**config.mk**
```make
export PLATFORM = sky130hd
export DESIGN_NAME = roll_scheduler
export DESIGN_NICKNAME = d
export VERILOG_FILES = /design/src/rtl/roll_pkg.sv /design/src/rtl/lcg_step.sv /design/src/rtl/roll_scheduler.sv
export SDC_FILE = /design/constraint.sdc
export NUM_CORES = 1
export LEC_CHECK = 0
export BUFFER_PORTS_ARGS = -buffer_cell sky130_fd_sc_hd__buf_2
export CAP_MARGIN = 20
export CORE_MARGIN = 3
export CORE_UTILIZATION = 50
export DETAILED_ROUTE_END_ITERATION = 7
export GPL_ROUTABILITY_DRIVEN = 0
export PLACE_DENSITY = 0.8
export SLEW_MARGIN = 15
export SYNTH_ARGS = -nofsm -noshare
export SYNTH_HDL_FRONTEND = slang
export SYNTH_SLANG_ARGS = --single-unit
```
**constraint.sdc**
```tcl
create_clock -name i_clk -period 5.8 [get_ports i_clk]
set_input_delay 0.29 -clock i_clk [delete_from_list [all_inputs] [get_ports i_clk]]
set_output_delay 0.29 -clock i_clk [all_outputs]
set_load 0.005 [all_outputs]
```
**src/rtl/roll_pkg.sv**
```systemverilog
// roll_pkg: shared LCG constants, channel state type and display-value extraction
package roll_pkg;
    localparam logic [30:0] LCG_MUL = 31'd1103515245;
    localparam logic [30:0] LCG_INC = 31'd12345;
    typedef enum logic [1:0] {IDLE, WAIT, REQ} ch_state_e;
    function automatic logic [3:0] extract(logic [30:0] s);
        return {s[15], s[14], s[3], s[13]};
    endfunction
endpackage

```
**src/rtl/lcg_step.sv**
```systemverilog
// lcg_step: one combinational LCG advance plus the 4-bit value drawn from the new state
module lcg_step
    import roll_pkg::*;
(
    input  logic [30:0] state,
    output logic [30:0] next,
    output logic [3:0]  value
);
    assign next  = state * LCG_MUL + LCG_INC;
    assign value = extract(next);
endmodule

```
**src/rtl/roll_scheduler.sv**
```systemverilog
// roll_scheduler: per-channel decelerating roll FSMs sharing one LCG through a round-robin arbiter
module roll_scheduler
    import roll_pkg::*;
#(
    parameter int N_CH       = 2,
    parameter int STEPS      = 13,
    parameter int BASE_TICKS = 12_500_000,
    parameter int CNT_W      = 32
) (
    input  logic              i_clk,
    input  logic              i_rst,
    input  logic [N_CH-1:0]   i_start,
    input  logic              i_seed_load,
    input  logic [30:0]       i_seed,
    output logic [4*N_CH-1:0] o_value,
    output logic [N_CH-1:0]   o_busy,
    output logic [N_CH-1:0]   o_done
);
    localparam int PW = N_CH > 1 ? $clog2(N_CH) : 1;
    logic [30:0]     lcg_r, lcg_nxt;
    logic [3:0]      lcg_val;
    logic [N_CH-1:0] req, gnt;
    logic [PW-1:0]   ptr, gidx, cand;
    lcg_step u_lcg (.state(lcg_r), .next(lcg_nxt), .value(lcg_val));
    // Walk from farthest to nearest so the channel closest after ptr wins
    always_comb begin
        gnt  = '0;
        gidx = ptr;
        cand = ptr;
        for (int i = N_CH; i >= 1; i--) begin
            cand = PW'((int'(ptr) + i) % N_CH);
            if (req[cand] && !i_seed_load) begin
                gidx = cand;
                gnt = '0;
                gnt[cand] = 1'b1;
            end
        end
    end
    always_ff @(posedge i_clk or negedge i_rst) begin
        if (!i_rst) begin
            lcg_r <= '0;
            ptr   <= PW'(N_CH - 1);
        end else begin
            lcg_r <= i_seed_load ? i_seed : (|gnt ? lcg_nxt : lcg_r);
            ptr   <= |gnt ? gidx : ptr;
        end
    end
    for (genvar c = 0; c < N_CH; c++) begin : g_ch
        ch_state_e        st, st_n;
        logic [3:0]       k, k_n, val_r;
        logic [CNT_W-1:0] tm, tm_n, ival;
        logic             fin, done_r;
        assign ival   = CNT_W'(BASE_TICKS) << (k >> 2);
        assign req[c] = (st == REQ) && !i_start[c];
        always_comb begin
            st_n = st;
            k_n  = k;
            tm_n = tm;
            fin  = 1'b0;
            if (i_start[c]) begin
                st_n = WAIT;
                k_n  = '0;
                tm_n = '0;
            end else if (st == WAIT) begin
                st_n = (tm == ival - 1'b1) ? REQ : WAIT;
                tm_n = tm + 1'b1;
            end else if (gnt[c]) begin
                fin  = (k == 4'(STEPS - 1));
                st_n = fin ? IDLE : WAIT;
                k_n  = k + 1'b1;
                tm_n = '0;
            end
        end
        always_ff @(posedge i_clk or negedge i_rst) begin
            if (!i_rst) begin
                st     <= IDLE;
                k      <= '0;
                tm     <= '0;
                done_r <= 1'b0;
                val_r  <= '0;
            end else begin
                st     <= st_n;
                k      <= k_n;
                tm     <= tm_n;
                done_r <= fin;
                val_r  <= gnt[c] ? lcg_val : val_r;
            end
        end
        assign o_busy[c]          = (st != IDLE);
        assign o_done[c]          = done_r;
        assign o_value[4*c +: 4]  = val_r;
    end
endmodule

```
# Word-level counts from Yosys, hierarchy flattened
# Cells that the tools add are included.
dict set report op_classes {
  n_mux 42
  n_addsub 9
  multipliers 1
  n_eq_ne 10
  n_reduce_logical 21
  shifts 2
  n_lt_le_gt_ge 4
}
# op count
set ops {}
lappend ops {{$mux 32} 6}
lappend ops {{$add 32x1->32 const B} 2}
lappend ops {{$eq 32x32->1} 2}
lappend ops {{$shl 24x2->32 const A} 2}
lappend ops {{$sub 32x1->32 const B} 2}
lappend ops {{$mux 31} 2}
lappend ops {{$add 31x14->31 const B} 1}
lappend ops {{$mul 31x31->31 const B} 1}
lappend ops {{$mux 4} 6}
lappend ops {{$mux 2} 10}
lappend ops {{$mux 1} 16}
lappend ops {{$reduce_bool 2->1} 6}
lappend ops {{$add 4x1->4 const B} 2}
lappend ops {{$eq 4x4->1 const B} 2}
lappend ops {{$logic_and 1x1->1} 6}
lappend ops {{$reduce_and 2->1} 3}
lappend ops {{$reduce_bool 3->1} 2}
lappend ops {{$eq 2x1->1 const B} 2}
lappend ops {{$eq 2x2->1 const B} 2}
lappend ops {{$lt 1x2->1 const B} 2}
lappend ops {{$ne 2x2->1 const B} 2}
lappend ops {{$logic_not 1->1} 3}
lappend ops {{$add 1x1->1 const B} 2}
lappend ops {{$demux 1 s1} 2}
lappend ops {{2 further kinds} 3}
dict set report totals {
  regBits 118
  word_cells 101
  input_bits 36
}

# Depth between registers and ports, before layout
dict set report logic_depth {
  word_depth 10
  depth_mapped 22
  mapped_depth_nobuf 22
}

# Cells and area by module
# A second synthesis with hierarchy kept.
dict set report unflattened {
  cells_unflattened 1691
  hier_area_um2 15393.5
}
# mod cells_per_inst instances area_per_inst_um2
set by_module_without_submodules {}
lappend by_module_without_submodules {lcg_step 942 1 8727.1}
lappend by_module_without_submodules {roll_scheduler 749 1 6666.4}

# Worst setup path after synthesis
# No wires, ideal clock.
dict set report synth_timing {
  path_type {register -> register}
  startpoint {register lcg_r[7]}
  endpoint {register lcg_r[14]}
  n_path_buf 0
  setup_slack_ps 6
  path_stages_with_launch 22
  arrival_ps 5694
  required_ps 5701
  setup_time_ps 99
  cell_sequence {dfrtp_1 ha_1 inv_1 fa_1 inv_1 fa_1 inv_1 fa_1 inv_1 ha_1 inv_1 fa_1 inv_1 fa_1 inv_1 fa_1 inv_1 ha_1 and3_1 a221oi_1 mux2_2 a311oi_1}
}
dict set report synth_between {
  elab_chain_len 4
}
# item line
set synth_rtl {}
lappend synth_rtl {{from (decl)} roll_scheduler.sv:20} ;# logic [30:0] lcg_r, lcg_nxt;
lappend synth_rtl {{from (signal assigned)} roll_scheduler.sv:44} ;# lcg_r <= i_seed_load ? i_seed : (|gnt ? lcg_nxt : lcg_r);
lappend synth_rtl {{$mul 31x31->31} lcg_step.sv:9} ;# assign next = state * LCG_MUL + LCG_INC;
lappend synth_rtl {{$add 31x14->31} lcg_step.sv:9}
lappend synth_rtl {{$mux 31 (2 in series)} roll_scheduler.sv:44}
# No other way between the ends. The select of a mux whose other input is x is not followed.
# A chain may end at the register's enable or synchronous reset.

# Worst setup path in the final report
dict set report layout_timing {
  startpoint {register lcg_r[2]}
  endpoint {register lcg_r[14]}
}
# Same word-level chain as after synthesis.

==> results_dict.tcl <==
set metrics [dict create \
    status "completed" \
    slew_viol_final 0 \
    setup_viol 0 \
    dp_slack_ns -0.155 \
    end_kind "register" \
    cts_buffer_depth 2 \
    crit_type "register to register" \
    cpMostUsedCell "fa_1" \
    drive_gt1_frac 0.113 \
    crit_cells 20 \
    io_buffers 32 \
    worst_setup_path_start_kind "register" \
    synth_edf_count 0 \
    post_synth_xor_area_fraction 0.0562 \
    htree_levels 3 \
    dp_hpwl_um 14600 \
    ys.warnings.count 0 \
    fmax_mhz 177 \
    syn-num-nets 1133 \
    grt_usage 0.222 \
    slowest_delay_ns 0.54 \
    clockPowerShare 0.102 \
    switching_power_mw 3.04 \
    die_x_um 136 \
    synth_simple_gate_area_frac 0.174 \
    diodes 0 \
    utilization 0.565 \
    pwr-share-seq 0.117 \
    area_growth_pct 10.6 \
    fin_skew_ns 0.00998 \
    cp_top_family "adder cells" \
    cellLeakagePower_nw 4.36 \
    path_max_fanout 3 \
    grt_pass1_wl_um 32900 \
    synth-seq-area-share 0.303 \
    setup_ws_ns 0.165 \
    synth_seq_cells 103 \
    required_ns 6.07 \
    clkLatencyLatePin_ns 0.36 \
    numCtsBuffers 9 \
    post-route-min-period_ns 5.63 \
    antenna_left 0 \
    wl_um 19700 \
    drcViolationCount 0 \
    cts_tree "done" \
    synth_cell_type_count 71 \
    worst-slew-pin-transition_ns 0.954 \
    cts.sinks 103 \
    num_io_pins 48 \
    crit_path_cell_trace "ha_1 -> ha_1 -> or2_2 -> fa_1 -> inv_1 -> fa_1 -> inv_1 -> ha_1 -> inv_1 -> fa_1 -> inv_2 -> fa_1 -> inv_2 -> fa_1 -> inv_2 -> ha_4 -> and3_4 -> a221oi_4 -> mux2_4 -> a311oi_2" \
    syn_area_um2 8500 \
    hold-path-cell-count 2 \
    worstPathArrival_ns 5.90 \
    avgViaCountPerCell 5.70 \
    post-cts-setup-buffers 0 \
    rows 47 \
    nets 1163 \
    postSynthCellCount 973 \
    cp_slowest_cell "fa_1" \
    first_pass_iters 5 \
    synth_top_family_by_area "adder cells" \
    grt_max_degree 56 \
    r2r_slack_ns 0.17 \
    switching_share 0.474 \
    fin_crit_sh 0.972 \
    relSlewSlack 0.364 \
    synth-async-reset-ratio 1.00 \
    die_h_um 136 \
    clockRootBuffer "clkbuf_16" \
    reg2regPathDepth 20 \
    drtIter0Drc 608 \
    hold_path_class "input port to register" \
    cap_violations 0 \
    cp_num_buf_inv 6 \
    synth_flop_cell "dfrtp_1" \
    finalHoldViolations 0 \
    routedWlPerCell_um 16.1 \
    ir_drop_uv 962 \
    muxShareOfSynthArea 0.0163 \
    comb_power_share 0.781 \
    antenna_found_initial 0 \
    p_int_mw 3.37 \
    synth_compound_area_frac 0.150 \
    syn_avg_cell_area_um2 8.74 \
    power_mw 6.42 \
    coreArea_um2 16600 \
    vias 7001 \
    grt.overflow.total 0 \
    power.density_nw_per_um2 682 \
    clk_pin_slew_ns 0.08 \
    initial_utilization 0.511 \
    grt_pass1_vias 6754 \
    synth_fa_ha_area_frac 0.218 \
    die_area_um2 18600 \
]
-- what timing repair did --
item | 4_1_cts | 5_1_grt
gates resized for setup | 5 | 20
endpoints found under the hold margin | 47 | 0
setup endpoints to repair | 6 | 9
hold buffers | 1 | 0
pin swaps | 1 | 13
-- cell usage after synthesis, types with 3 or more instances --
| cell | instances | area [um2] |
|---|---|---|
| o21a_1 | 8 | 60.1 |
| o211ai_1 | 5 | 37.5 |
| inv_1 | 145 | 544 |
| nor4_1 | 4 | 25.0 |
| mux2_2 | 7 | 78.8 |
| and4_1 | 5 | 43.8 |
| xor2_1 | 18 | 158 |
| or3_1 | 5 | 31.3 |
| nand4_1 | 23 | 144 |
| nand2_1 | 96 | 360 |
| fa_1 | 40 | 801 |
| buf_2 | 4 | 20.0 |
| o31ai_1 | 17 | 128 |
| xnor2_1 | 34 | 298 |
| o21ai_0 | 84 | 420 |
| or4_1 | 6 | 45.0 |
| and2_1 | 13 | 81.3 |
| a21o_1 | 6 | 45.0 |
| mux2i_1 | 6 | 60.1 |
| dfrtp_1 | 102 | 2550 |
| nor2b_1 | 9 | 56.3 |
| clkbuf_1 | 23 | 86.3 |
| a32oi_1 | 3 | 26.3 |
| ha_1 | 84 | 1050 |
| nand2b_1 | 9 | 56.3 |
| a21oi_1 | 37 | 185 |
| a31oi_1 | 11 | 68.8 |
| a22o_1 | 3 | 26.3 |
| o41ai_1 | 4 | 35.0 |
| or2_2 | 4 | 25.0 |
| nand3_1 | 29 | 145 |
| nor2_1 | 56 | 210 |
| nor3_1 | 10 | 50.1 |
| o22ai_1 | 4 | 25.0 |
| and3_1 | 7 | 43.8 |
| a221oi_1 | 3 | 26.3 |
| nor4b_1 | 4 | 35.0 |
-- cells by family after synthesis --
kind of cell / Yosys count
flops: 103
xor+xnor: 53
buf+inv: 181
simple gates: 292
fa+ha+maj: 124
mux: 13
compound gates: 207
-- sequential cells by signal, summed over array words and instances, names as in the netlist --
register     cells
g_ch.st          4
ptr              1
g_ch.done_r      2
g_ch.k           8
g_ch.tm         64
lcg_r           16
g_ch.val_r       8
-- layout by cell type (no fill, tap or decap), drive strengths merged, types with 11 or more instances in the layout --
cell	synthesis	routed
a21oi	37	37
a31oi	11	11
and2	13	13
buf	9	52
dfrtp	102	102
fa	40	40
ha	84	84
inv	146	149
nand2	96	96
nand3	30	30
nand4	23	23
nor2	56	56
o21ai	86	86
o31ai	17	17
xnor2	34	34
xor2	18	18
-- per-layer routing --
layer / GRT usage / vias up / routed length [um]
li1: - / 3380 / -
met1: 0.305 / 3376 / 8780
met2: 0.361 / 214 / 9510
met3: 0.0463 / 31 / 1110
met4: 0.0526 / 0 / 342
met5: 0 / - / 0
-- through the flow --
| step | hold WS (ns) | setup TNS [ns] | instances | cell area, um2 |
|---|---|---|---|---|
| after global placement | 0.351 | -0.0461 | 1210 | 8940 |
| after CTS | 0.123 | 0 | 1227 | 9300 |
| final | 0.130 | 0 | 1228 | 9400 |
| after detailed placement | 0.353 | -0.524 | 1210 | 8940 |
| after global routing | 0.136 | -0.123 | 1228 | 9400 |
| after floorplan | -0.00559 | 0 | 973 | 8500 |
-- power by group through the flow --
stage | sequential (mW) | combinational [mW] | clock (mW)
4_1_cts | 0.752 | 4.22 | 0.663
2_1_floorplan | 0.765 | 2.82 | 0
3_3_place_gp | 0.766 | 3.69 | 0
6_report | 0.753 | 5.01 | 0.653
5_1_grt | 0.756 | 5.49 | 0.693
3_5_place_dp | 0.766 | 3.89 | 0
-- path summary, 6_finish.rpt --
| path | start | end |
|---|---|---|
| worst max-delay path | lcg_r[2] | lcg_r[14] |
| worst min-delay path | i_seed[8] | lcg_r[8] |
| worst max register to register | lcg_r[2] | lcg_r[14] |
| worst min register to register | g_ch[1].val_r[0] | g_ch[1].val_r[0] |
| max in group asynchronous | i_rst | g_ch[0].tm[15] |
| min in group asynchronous | i_rst | g_ch[1].tm[19] |
-- area by class of cell --
class	count	area (um2)
clock inverters	7	90.1
multi-input cells	689	5360
well taps	220	275
repair buffers	53	320
clock buffers	9	225
fillers	1401	7240
inverters	147	552
flip-flops and latches	103	2580
No activity file was read; power rests on OpenSTA's default activity.
